$ cat src/rtl/alu_issue_sched_pkg.sv
`default_nettype none
// ============================================================================
// Module   : sched_pkg
// Brief    : Shared types for the ALU issue scheduler: opcodes, latencies,
//            reservation slot layout.
// Revision : 1.0 - initial release
// ============================================================================
package sched_pkg;

   localparam int MAX_LAT = 3;
   // Slot fields are sized for the widest supported configuration (NREQ=4).
   localparam int c_SLOT_TAG_W = 6;
   localparam int c_SLOT_SRC_W = 2;

   typedef enum logic [3:0] {
      OP_ADD  = 4'd0,
      OP_SUB  = 4'd1,
      OP_AND  = 4'd2,
      OP_OR   = 4'd3,
      OP_MUL  = 4'd4,
      OP_SHL  = 4'd5,
      OP_ROT  = 4'd6,
      OP_FADD = 4'd7,
      OP_FMUL = 4'd8,
      OP_IDLE = 4'b1111
   } alu_op_e;

   typedef struct packed {
      logic                    valid;
      logic [c_SLOT_TAG_W-1:0] tag;
      logic [c_SLOT_SRC_W-1:0] src;
   } slot_t;

   // Zero marks an illegal opcode: it never occupies a writeback slot.
   function automatic logic [1:0] lat_f(input logic [3:0] op);
      case (op)
         OP_ADD, OP_SUB, OP_AND, OP_OR: lat_f = 2'd1;
         OP_MUL, OP_SHL, OP_ROT:        lat_f = 2'd2;
         OP_FADD, OP_FMUL:              lat_f = 2'd3;
         default:                       lat_f = 2'd0;
      endcase
   endfunction

endpackage
`default_nettype wire

$ cat src/rtl/alu_issue_sched_if.sv
`default_nettype none
// ============================================================================
// Module   : alu_issue_sched_if
// Brief    : Requester, ALU and writeback buses of the ALU issue scheduler.
// Revision : 1.0 - initial release
// ============================================================================
interface alu_issue_sched_if #(
   parameter int DATA_W = 128,
   parameter int NREQ   = 2,
   parameter int TAG_W  = 6
);
   logic [NREQ-1:0]         req_valid;
   logic [NREQ-1:0]         req_ready;
   logic [NREQ*4-1:0]       req_op;
   logic [NREQ*DATA_W-1:0]  req_a;
   logic [NREQ*DATA_W-1:0]  req_b;
   logic [NREQ*TAG_W-1:0]   req_tag;
   logic [3:0]              alu_op;
   logic [DATA_W-1:0]       alu_a;
   logic [DATA_W-1:0]       alu_b;
   logic [DATA_W-1:0]       alu_res;
   logic                    wb_valid;
   logic [DATA_W-1:0]       wb_data;
   logic [TAG_W-1:0]        wb_tag;
   logic [$clog2(NREQ)-1:0] wb_src;
   logic                    busy;

   // Issue stage and ALU side
   modport master (
      output req_valid, req_op, req_a, req_b, req_tag, alu_res,
      input  req_ready, alu_op, alu_a, alu_b, wb_valid, wb_data, wb_tag, wb_src, busy
   );

   // Scheduler side
   modport slave (
      input  req_valid, req_op, req_a, req_b, req_tag, alu_res,
      output req_ready, alu_op, alu_a, alu_b, wb_valid, wb_data, wb_tag, wb_src, busy
   );
endinterface
`default_nettype wire

$ cat src/rtl/alu_issue_sched_rr_arbiter.sv
`default_nettype none
// ============================================================================
// Module   : rr_arbiter
// Brief    : NREQ-wide round-robin arbiter; pointer advances past each winner.
// Revision : 1.0 - initial release
// ============================================================================
module rr_arbiter #(
   parameter int NREQ = 2
) (
   input  wire logic                    clk,
   input  wire logic                    rst,
   input  wire logic [NREQ-1:0]         i_elig,
   output logic      [NREQ-1:0]         o_grant,
   output logic      [$clog2(NREQ)-1:0] o_win,
   output logic                         o_any
);
   localparam int c_PW = $clog2(NREQ);

   logic [c_PW-1:0] r_ptr;
   int              w_idx;

   always_comb begin
      o_grant = '0;
      o_win   = '0;
      o_any   = 1'b0;
      w_idx   = 0;
      for (int k = 0; k < NREQ; k++) begin
         w_idx = int'(r_ptr) + k;
         if (w_idx >= NREQ) w_idx = w_idx - NREQ;
         if (!o_any && i_elig[w_idx]) begin
            o_any          = 1'b1;
            o_grant[w_idx] = 1'b1;
            o_win          = c_PW'(w_idx);
         end
      end
   end

   always_ff @(posedge clk or posedge rst) begin
      if (rst) begin
         r_ptr <= '0;
      end else if (o_any) begin
         r_ptr <= (o_win == c_PW'(NREQ - 1)) ? '0 : o_win + 1'b1;
      end
   end

endmodule
`default_nettype wire

$ cat src/rtl/alu_issue_sched.sv
`default_nettype none
// ============================================================================
// Module   : alu_issue_sched
// Brief    : Round-robin issue of NREQ requesters onto one shared ALU with a
//            writeback-slot reservation ring. Option: ALU_SCHED_PERF_EN.
// Revision : 1.0 - initial release
// ============================================================================
module alu_issue_sched #(
   parameter int DATA_W  = 128,
   parameter int NREQ    = 2,
   parameter int TAG_W   = 6,
   parameter int MAX_LAT = sched_pkg::MAX_LAT
) (
   input  wire logic        clk_fake,
   input  wire logic        rst,
`ifdef ALU_SCHED_PERF_EN
   alu_issue_sched_if.slave bus,
   output logic [31:0]      perf_issued,
   output logic [31:0]      perf_stall,
   output logic [31:0]      perf_idle
`else
   alu_issue_sched_if.slave bus
`endif
);
   import sched_pkg::*;

   localparam int c_SRC_W = $clog2(NREQ);

   slot_t               r_ring     [MAX_LAT];
   slot_t               w_ring_nxt [MAX_LAT];
   slot_t               w_new_slot;
   logic [MAX_LAT:0]    w_taken;
   logic [NREQ-1:0]     w_elig;
   logic [NREQ-1:0]     w_grant;
   logic [c_SRC_W-1:0]  w_win;
   logic                w_any;
   logic [3:0]          w_win_op;
   logic [1:0]          w_win_lat;
   logic                w_issue;
   logic                w_busy;
   logic [3:0]          r_alu_op;
   logic [DATA_W-1:0]   r_alu_a;
   logic [DATA_W-1:0]   r_alu_b;
   logic                r_wb_valid;
   logic [TAG_W-1:0]    r_wb_tag;
   logic [c_SRC_W-1:0]  r_wb_src;

   // w_taken[L]: slot L-1 of the post-shift ring is already reserved.
   assign w_taken[0] = 1'b0;
   for (genvar gk = 1; gk <= MAX_LAT; gk++) begin : g_taken
      if (gk < MAX_LAT) begin : g_occ
         assign w_taken[gk] = r_ring[gk].valid;
      end else begin : g_top
         assign w_taken[gk] = 1'b0;
      end
   end

   for (genvar gi = 0; gi < NREQ; gi++) begin : g_elig
      logic [1:0] w_lat;
      assign w_lat      = lat_f(bus.req_op[gi*4 +: 4]);
      assign w_elig[gi] = bus.req_valid[gi] & ~w_taken[w_lat];
   end

   rr_arbiter #(
      .NREQ (NREQ)
   ) u_arb (
      .clk     (clk_fake),
      .rst     (rst),
      .i_elig  (w_elig),
      .o_grant (w_grant),
      .o_win   (w_win),
      .o_any   (w_any)
   );

   assign w_win_op  = bus.req_op[int'(w_win)*4 +: 4];
   assign w_win_lat = lat_f(w_win_op);
   // Illegal opcodes are granted (consumed) but never reach the ALU.
   assign w_issue   = w_any && (w_win_lat != 2'd0);

   always_comb begin
      w_new_slot       = '0;
      w_new_slot.valid = 1'b1;
      w_new_slot.tag   = c_SLOT_TAG_W'(bus.req_tag[int'(w_win)*TAG_W +: TAG_W]);
      w_new_slot.src   = c_SLOT_SRC_W'(w_win);
   end

   // Shift first, then reserve: a slot may retire and be re-reserved at once.
   always_comb begin
      for (int i = 0; i < MAX_LAT - 1; i++) w_ring_nxt[i] = r_ring[i+1];
      w_ring_nxt[MAX_LAT-1] = '0;
      if (w_issue) w_ring_nxt[w_win_lat - 2'd1] = w_new_slot;
   end

   always_comb begin
      w_busy = 1'b0;
      for (int i = 0; i < MAX_LAT; i++) w_busy = w_busy | r_ring[i].valid;
   end

   always_ff @(posedge clk_fake or posedge rst) begin
      if (rst) begin
         for (int i = 0; i < MAX_LAT; i++) r_ring[i] <= '0;
         r_alu_op   <= OP_IDLE;
         r_alu_a    <= '0;
         r_alu_b    <= '0;
         r_wb_valid <= 1'b0;
         r_wb_tag   <= '0;
         r_wb_src   <= '0;
      end else begin
         for (int i = 0; i < MAX_LAT; i++) r_ring[i] <= w_ring_nxt[i];
         r_wb_valid <= r_ring[0].valid;
         r_wb_tag   <= TAG_W'(r_ring[0].tag);
         r_wb_src   <= c_SRC_W'(r_ring[0].src);
         if (w_issue) begin
            r_alu_op <= w_win_op;
            r_alu_a  <= bus.req_a[int'(w_win)*DATA_W +: DATA_W];
            r_alu_b  <= bus.req_b[int'(w_win)*DATA_W +: DATA_W];
         end else begin
            r_alu_op <= OP_IDLE;
         end
      end
   end

   assign bus.req_ready = rst ? '0 : w_grant;
   assign bus.alu_op    = r_alu_op;
   assign bus.alu_a     = r_alu_a;
   assign bus.alu_b     = r_alu_b;
   assign bus.wb_valid  = r_wb_valid;
   assign bus.wb_data   = bus.alu_res;
   assign bus.wb_tag    = r_wb_tag;
   assign bus.wb_src    = r_wb_src;
   assign bus.busy      = w_busy;

`ifdef ALU_SCHED_PERF_EN
   logic [31:0] r_perf_issued;
   logic [31:0] r_perf_stall;
   logic [31:0] r_perf_idle;

   always_ff @(posedge clk_fake or posedge rst) begin
      if (rst) begin
         r_perf_issued <= '0;
         r_perf_stall  <= '0;
         r_perf_idle   <= '0;
      end else begin
         if (w_any && (r_perf_issued != 32'hFFFF_FFFF))
            r_perf_issued <= r_perf_issued + 32'd1;
         if ((bus.req_valid != '0) && !w_any && (r_perf_stall != 32'hFFFF_FFFF))
            r_perf_stall <= r_perf_stall + 32'd1;
         if ((bus.req_valid == '0) && (r_perf_idle != 32'hFFFF_FFFF))
            r_perf_idle <= r_perf_idle + 32'd1;
      end
   end

   assign perf_issued = r_perf_issued;
   assign perf_stall  = r_perf_stall;
   assign perf_idle   = r_perf_idle;
`else
`endif

endmodule
`default_nettype wire
$ cat src/flat_wrapper.sv
// flat-port wrapper written by rule: the top's interface ports become plain ports
module alu_issue_sched_flat import sched_pkg::*;
#(
   parameter int DATA_W  = 128,
   parameter int NREQ    = 2,
   parameter int TAG_W   = 6,
   parameter int MAX_LAT = sched_pkg::MAX_LAT
)
  (clk_fake, rst, bus_req_valid, bus_req_op, bus_req_a, bus_req_b, bus_req_tag, bus_alu_res, bus_req_ready, bus_alu_op, bus_alu_a, bus_alu_b, bus_wb_valid, bus_wb_data, bus_wb_tag, bus_wb_src, bus_busy);
  alu_issue_sched_if #(.DATA_W(DATA_W), .NREQ(NREQ), .TAG_W(TAG_W)) bus_i ();
  input  wire logic clk_fake;
  input  wire logic rst;
  input wire logic [$bits(bus_i.req_valid)-1:0] bus_req_valid;
  input wire logic [$bits(bus_i.req_op)-1:0] bus_req_op;
  input wire logic [$bits(bus_i.req_a)-1:0] bus_req_a;
  input wire logic [$bits(bus_i.req_b)-1:0] bus_req_b;
  input wire logic [$bits(bus_i.req_tag)-1:0] bus_req_tag;
  input wire logic [$bits(bus_i.alu_res)-1:0] bus_alu_res;
  output wire logic [$bits(bus_i.req_ready)-1:0] bus_req_ready;
  output wire logic [$bits(bus_i.alu_op)-1:0] bus_alu_op;
  output wire logic [$bits(bus_i.alu_a)-1:0] bus_alu_a;
  output wire logic [$bits(bus_i.alu_b)-1:0] bus_alu_b;
  output wire logic [$bits(bus_i.wb_valid)-1:0] bus_wb_valid;
  output wire logic [$bits(bus_i.wb_data)-1:0] bus_wb_data;
  output wire logic [$bits(bus_i.wb_tag)-1:0] bus_wb_tag;
  output wire logic [$bits(bus_i.wb_src)-1:0] bus_wb_src;
  output wire logic [$bits(bus_i.busy)-1:0] bus_busy;
  assign bus_i.req_valid = bus_req_valid;
  assign bus_i.req_op = bus_req_op;
  assign bus_i.req_a = bus_req_a;
  assign bus_i.req_b = bus_req_b;
  assign bus_i.req_tag = bus_req_tag;
  assign bus_i.alu_res = bus_alu_res;
  assign bus_req_ready = bus_i.req_ready;
  assign bus_alu_op = bus_i.alu_op;
  assign bus_alu_a = bus_i.alu_a;
  assign bus_alu_b = bus_i.alu_b;
  assign bus_wb_valid = bus_i.wb_valid;
  assign bus_wb_data = bus_i.wb_data;
  assign bus_wb_tag = bus_i.wb_tag;
  assign bus_wb_src = bus_i.wb_src;
  assign bus_busy = bus_i.busy;
  alu_issue_sched #(.DATA_W(DATA_W), .NREQ(NREQ), .TAG_W(TAG_W), .MAX_LAT(MAX_LAT)) u_core (.clk_fake(clk_fake), .rst(rst), .bus(bus_i));
endmodule
$ cat config.mk
export PLATFORM = sky130hd
export DESIGN_NAME = alu_issue_sched_flat
export DESIGN_NICKNAME = d
export VERILOG_FILES = /design/src/rtl/alu_issue_sched_pkg.sv /design/src/rtl/alu_issue_sched_if.sv /design/src/rtl/alu_issue_sched_rr_arbiter.sv /design/src/rtl/alu_issue_sched.sv /design/src/flat_wrapper.sv
export SDC_FILE = /design/constraint.sdc
export NUM_CORES = 1
export LEC_CHECK = 0
export CORE_AREA = 5 5 406 408
export DETAILED_ROUTE_END_ITERATION = 12
export DIE_AREA = 0 0 411 413
export SLEW_MARGIN = 40
export SYNTH_ARGS = -nofsm -noshare
export SYNTH_HDL_FRONTEND = slang
export SYNTH_SLANG_ARGS = --single-unit
$ cat constraint.sdc
create_clock -name clk_fake -period 9.9 [get_ports clk_fake]
set_input_delay 0.99 -clock clk_fake [delete_from_list [all_inputs] [get_ports clk_fake]]
set_output_delay 0.99 -clock clk_fake [all_outputs]
set_load 0.03 [all_outputs]
==> results.toml <==
[synthesis]
synthFlopType = "dfrtp_1"
yosysMostFrequentCell = "mux2_2"
synth_top_area_cell = "dfrtp_1"
yosysTopAreaCellShare = 0.477
synth_nets = 1757
synth_seq_area_share = 0.484
async_reset_ff_frac = 1.00
yosys-top-cells-area = "dfrtp_1 48%, mux2_2 23%, mux2_1 17%"
synth_edf_count = 0
synthesis.area_sq_um = 15200
ys_types = 39
netlist_instances = 1093
yosysWarnings = 0
ys_ff_latch = 293
syn_area_per_cell_sq_um = 13.9
synth_commonest_cells = "305 x mux2_2, 289 x dfrtp_1, 226 x mux2_1, 142 x buf_4, 27 x clkbuf_1"

[clock_network]
clockRootBuffer = "clkbuf_16"
postCtsSetupBuffers = 0
htreeDepth = 2
clock_path_buffers = 3
cts_resized = 0
clkTransAtPathRegs_ns = 0.06
cts_buffers = 39
ctsHoldBuffers = 0
cts.sinks = 293
tritoncts = "yes"
clk_latency_ns = 0.59

[grt]
antenna_found_initial = 69
grt-ovfl-total = 0
grt_max_degree = 121
grt_pass1_vias = 12500
grt_first_pass_wirelength_um = 117000
grt.total_usage = 0.101

[final_layout]
fill_cells = 17800
area_delta_synth_final_pct = 72.4
drive_gt1_frac = 0.223
nets = 2429
seqCellArea_sq_um = 7340
multi_input_area_sq_um = 6500

[power_and_ir_drop]
power_frac_clock = 0.248
power.leakage_nw = 9.65
ir_drop_mv = 0.161
p_sw_frac = 0.383
internal-power_mw = 3.59
powerDensity_nw_per_um2 = 223
p_seq_frac = 0.304
netSwitchingPower_mw = 2.23
p_comb_frac = 0.448
power.total_mw = 5.82

[run_status]
outcome = "finished, final reports clean"

[place]
hpwl_um = 77600
numPortBuffers = 806
routabilityCongestion = 0.871

[sta]
final_hold_viol_count = 0
slew_viol_final = 0
setup_viol = 0
max_freq_mhz = 211
grt_setup_unrepaired = "false"
clock_skew_ns = 0.0354
period_minus_slack_ns = 4.73
worstMarginPinSlew_ns = 0.920
slew-limit-headroom = 0.387
final.setup.tns_ns = 0
period_share = 0.478

[die]
start_util = 0.0940
die_w_um = 411
die_h_um = 413
rows = 148
core_area_sq_um = 161000
dieArea_sq_um = 170000
ios = 1063

[drt]
vias = 11900
viasPerCell = 2.99
dr.first_iter.drc_count = 567
ant_nets = 0
drt_wl_total_um = 90900
drtPass1Iterations = 4
drt_drc_violations_left = 0
wl_per_cell_um = 22.8

[setup_path]
cp_max_fo = 36
cp.required_ns = 8.91
ff2ff_setup_slack_ns = 6.03
critPathKind = "primary input to output port"
cp_data_arrival_time_ns = 3.74
cp-end-kind = "output port"
reg2regPathDepth = 7
reg2reg_to = "u_core.bus.alu_b[10]"
start_kind = "primary input"
reg2reg_from = "u_core.r_ring[17]"

[run]
cap_violations = 0

[hold_path]
min_path_cells = 0
hold_class = "flip-flop to flip-flop"
hold_end = "u_core.bus.wb_tag[1]"
min_from = "u_core.r_ring[21]"
[power by group through the flow]
stage	combinational [mW]	sequential, mW	clock [mW]
floorplan	0.738	2.47	0
global placement	2.64	1.77	0
detailed placement	2.64	1.79	0
CTS	2.65	1.77	1.52
global route	2.75	1.82	1.56
finish	2.61	1.77	1.45
[cells by family after synthesis]
logic type | share of synthesized area
mux | 0.395
flops | 0.484
buf+inv | 0.0888
simple gates | 0.0148
compound gates | 0.0177
[worst max-delay path by stage]
stage / startpoint / to / slack, ns / cells past startpoint
floorplan: rst / u_core.bus.alu_a[0] / 0.83 / 1
global placement: bus_req_op[2] / u_core.bus.alu_b[35] / 4.94 / 8
detailed placement: bus_req_op[2] / u_core.bus.alu_b[10] / 4.84 / 8
CTS: bus_req_op[5] / bus_req_ready[1] / 4.84 / 6
global route: bus_req_op[5] / bus_req_ready[1] / 4.99 / 6
finish: bus_req_op[5] / bus_req_ready[1] / 5.17 / 6
[worst max-delay path, stage by stage]
cell and delay (ns):
clkdlybuf4s50_1 0.54, a21boi_1 0.14, a221oi_2 0.60, nand2_4 0.50, nor2_1 0.26, clkdlybuf4s50_1 0.70
[cell type report]
type / instances / share of cell area
Inverter: 3 / 0.000718
Clock buffer: 52 / 0.0423
Tap cell: 2175 / 0.104
Timing Repair Buffer: 819 / 0.315
Sequential cell: 293 / 0.281
Clock inverter: 19 / 0.00699
Antenna cell: 13 / 0.00125
Multi-Input combinational cell: 609 / 0.249
[per-stage QoR]
stage                     instances  worst slack [ns]   util  instance area, sq um  hold WS [ns]
after floorplan                1093             0.826      -                 15200         0.331
after global placement         3896              4.94  0.153                 24700         0.333
after detailed placement       3896              4.84  0.153                 24800         0.335
after CTS                      3967              4.84  0.161                 26000         0.348
after global routing           3972              4.99  0.162                 26100         0.352
final                          3983              5.17  0.162                 26100         0.347
[layout by cell type (no fill, tap or decap), drive strengths merged, types with 5 or more instances in the layout]
master	synthesis	routed
clkdlybuf4s50	0	805
clkbuf	27	53
mux2	531	531
clkinvlp	0	6
nand3	5	5
clkinv	0	9
diode	0	13
a2111oi	8	8
buf	161	13
inv	3	5
nand2	20	20
dfrtp	289	289
[flip-flops by register name, indices dropped and copies added (netlist names)]
name                 count
u_core.bus.alu_a       128
u_core.bus.alu_b       128
u_core.bus.alu_op        4
u_core.bus.wb_src        1
u_core.bus.wb_tag        6
u_core.bus.wb_valid      1
u_core.r_ring           24
u_core.u_arb.r_ptr       1
[routing by layer]
layer | track usage | vias to the layer above | part of all wire
met3 | 0.0481 | 261 | 0.11
met2 | 0.165 | 744 | 0.45
met1 | 0.112 | 5736 | 0.37
li1 | - | 5153 | -
met5 | 0 | - | 0.00045
met4 | 0.0452 | 6 | 0.056
(Power assumes the default switching activity.)
==> RTL change, RTL diff (config.mk and constraints unchanged) <==
`TAG_W` is set to 6 in 3 places; all go to 12.
--- a/src/rtl/alu_issue_sched_if.sv
+++ b/src/rtl/alu_issue_sched_if.sv
@@ -9,3 +9,3 @@
    parameter int NREQ   = 2,
-   parameter int TAG_W  = 6
+   parameter int TAG_W  = 12
 );
--- a/src/rtl/alu_issue_sched.sv
+++ b/src/rtl/alu_issue_sched.sv
@@ -10,3 +10,3 @@
    parameter int NREQ    = 2,
-   parameter int TAG_W   = 6,
+   parameter int TAG_W   = 12,
    parameter int MAX_LAT = sched_pkg::MAX_LAT
--- a/src/flat_wrapper.sv
+++ b/src/flat_wrapper.sv
@@ -5,3 +5,3 @@
    parameter int NREQ    = 2,
-   parameter int TAG_W   = 6,
+   parameter int TAG_W   = 12,
    parameter int MAX_LAT = sched_pkg::MAX_LAT
Interface: changed (resized bus_req_tag and bus_wb_tag); port bits go from 1063 to 1081. No check against the original RTL was run, so the function may have changed too.
==> RTL change against the unedited design <==
  * Maximum frequency increased by 1.5%
  * Cell area about the same
  * Total power increased by 1.6%
  * Critical endpoint unchanged
  * Cell count about the same
  * Synthesized cell count increased by 0.64%
  * Non-clock buffer count decreased by 2
  * Worst setup slack improved by 69 ps
  * Sequential power about the same
  * Sequential cell count unchanged
  * Routed wire length increased by 11%
  * Sequential share of layout area about the same
  * Area after synthesis increased by 0.32%
==> RTL change: results <==
# TYPE chip_impl_metric gauge
chip_impl_metric{name="num-nets-final",unit=""} 2447
chip_impl_metric{name="global_route.usage.total",unit="%"} 11.3
chip_impl_metric{name="synthesis.area_per_instance",unit="um^2"} 13.8
chip_impl_metric{name="worstMarginPinSlew",unit="ps"} 850
chip_impl_metric{name="antenna_violations_before_repair",unit=""} 70
chip_impl_metric{name="grt_first_pass_wirelength",unit="mm"} 127
chip_impl_metric{name="pin_count_of_the_biggest_net_entering_global_routing",unit=""} 123
chip_impl_info{name="sink_of_the_worst_hold_path",value="u_core.bus.wb_tag[4]$_DFF_PP0_"} 1
chip_impl_metric{name="cp_data_arrival_time",unit="ps"} 3670
chip_impl_info{name="timing.hold.worst.start",value="u_core.r_ring[24]$_DFF_PP0_"} 1
chip_impl_info{name="outcome",value="finished clean"} 1
chip_impl_info{name="cells_taking_the_most_area_after_synthesis",value="sky130_fd_sc_hd__dfrtp_1, sky130_fd_sc_hd__mux2_2, sky130_fd_sc_hd__mux2_1"} 1
chip_impl_metric{name="synth.distinct_cells",unit=""} 40
chip_impl_metric{name="initial_drt_markers",unit=""} 490
chip_impl_metric{name="detailed_place_hpwl",unit="mm"} 87.0
chip_impl_metric{name="place.gp.congestion",unit=""} 0.881
chip_impl_metric{name="cts-root-to-sink-buffers",unit=""} 3
chip_impl_metric{name="fill_cells",unit=""} 17900
chip_impl_info{name="synthTopCellsByCount",value="sky130_fd_sc_hd__mux2_2, sky130_fd_sc_hd__dfrtp_1, sky130_fd_sc_hd__mux2_1"} 1
chip_impl_metric{name="power_switching",unit="mW"} 2.33
chip_impl_metric{name="synth_sequential_area_ratio",unit="%"} 48.3
chip_impl_metric{name="drt-total-wl",unit="mm"} 101
chip_impl_metric{name="cts_buffers",unit=""} 41
chip_impl_info{name="cts.root.buffer_cell",value="sky130_fd_sc_hd__clkbuf_16"} 1
chip_impl_metric{name="worst-r2r-setup-slack",unit="ps"} 5930
chip_impl_metric{name="power.leakage",unit="nW"} 9.67
chip_impl_metric{name="route.detailed.wl_per_inst",unit="um"} 25.3
chip_impl_metric{name="power.ir.vdd_worst",unit="uV"} 168
RTL change: cell types whose count changed in the layout (fill, tap and decap cells not counted), sizes merged:
cell and delta:
conb +6, bufinv -1, diode -7, inv -1, buf +1, clkinv -1
clkbuf +6, clkinvlp -2, clkdlybuf4s50 -2
RTL change: power by group through the flow:
stage	Clock, mW	Sequential, mW	Combinational (mW)
floorplan	0	2.47	0.743
global placement	0	1.77	2.74
detailed placement	0	1.79	2.74
CTS	1.54	1.78	2.75
global route	1.58	1.82	2.85
finish	1.46	1.77	2.68
RTL change: layout make-up:
cell class                 count  area [um^2]  share of cell area (%)
multi-input combinational    615         6520                    24.9
antenna                        6         15.0                  0.0574
sequential                   293         7340                    28.1
tap                         2175         2720                    10.4
timing repair buffer         817         8220                    31.5
clock buffer                  59         1150                    4.41
inverter                       3         18.8                  0.0718
clock inverter                14          149                   0.570
RTL change: per-stage QoR:
step	area, um^2	util (%)	hold WS, ps	setup WS (ps)
after global routing	26100	16.2	353	5010
after CTS	26100	16.2	352	5260
after detailed placement	24800	15.4	335	4800
after floorplan	15200	-	331	826
after global placement	24800	15.4	334	4850
final	26100	16.2	348	5240
RTL change: worst max-delay path by stage:
stage / endpoint / slack (ps) / cells after the start
5_1_grt: bus_req_ready[1] / 5010 / 6
6_report: bus_req_ready[1] / 5240 / 6
2_1_floorplan: u_core.bus.alu_a[0]$_DFFE_PP0P_ / 830 / 1
4_1_cts: bus_req_ready[1] / 5260 / 6
3_5_place_dp: u_core.bus.alu_b[117]$_DFFE_PP0P_ / 4800 / 8
3_3_place_gp: u_core.bus.alu_b[117]$_DFFE_PP0P_ / 4850 / 8
RTL change: layer usage:
layer  global-route usage (%)  up-vias  wire length (um)
met1                     12.2     5865             36600
met5                        0        -                49
met2                     18.2      752             45900
met4                     4.83        8              5080
li1                         -     5158                 -
met3                     6.14      235             13000
RTL change: cells by family (layout without fill, tap and decap cells):
kind of cell	after synthesis	count (layout)	share of synthesized area (%)
muxes	531	531	39.3
DFF	293	293	48.3
buffers and inverters	197	893	9.15
and+or+nand+nor	47	47	1.47
AOI/OAI and AO/OA	31	31	1.77
other	1	12	0.0247
RTL change: worst register-to-register path, delay by kind of cell (launching register included):
family,cells,cell delay (ps)
buffers and inverters,2,1180
DFF,1,440
muxes,2,1130
and+or+nand+nor,2,660
AOI/OAI and AO/OA,1,440
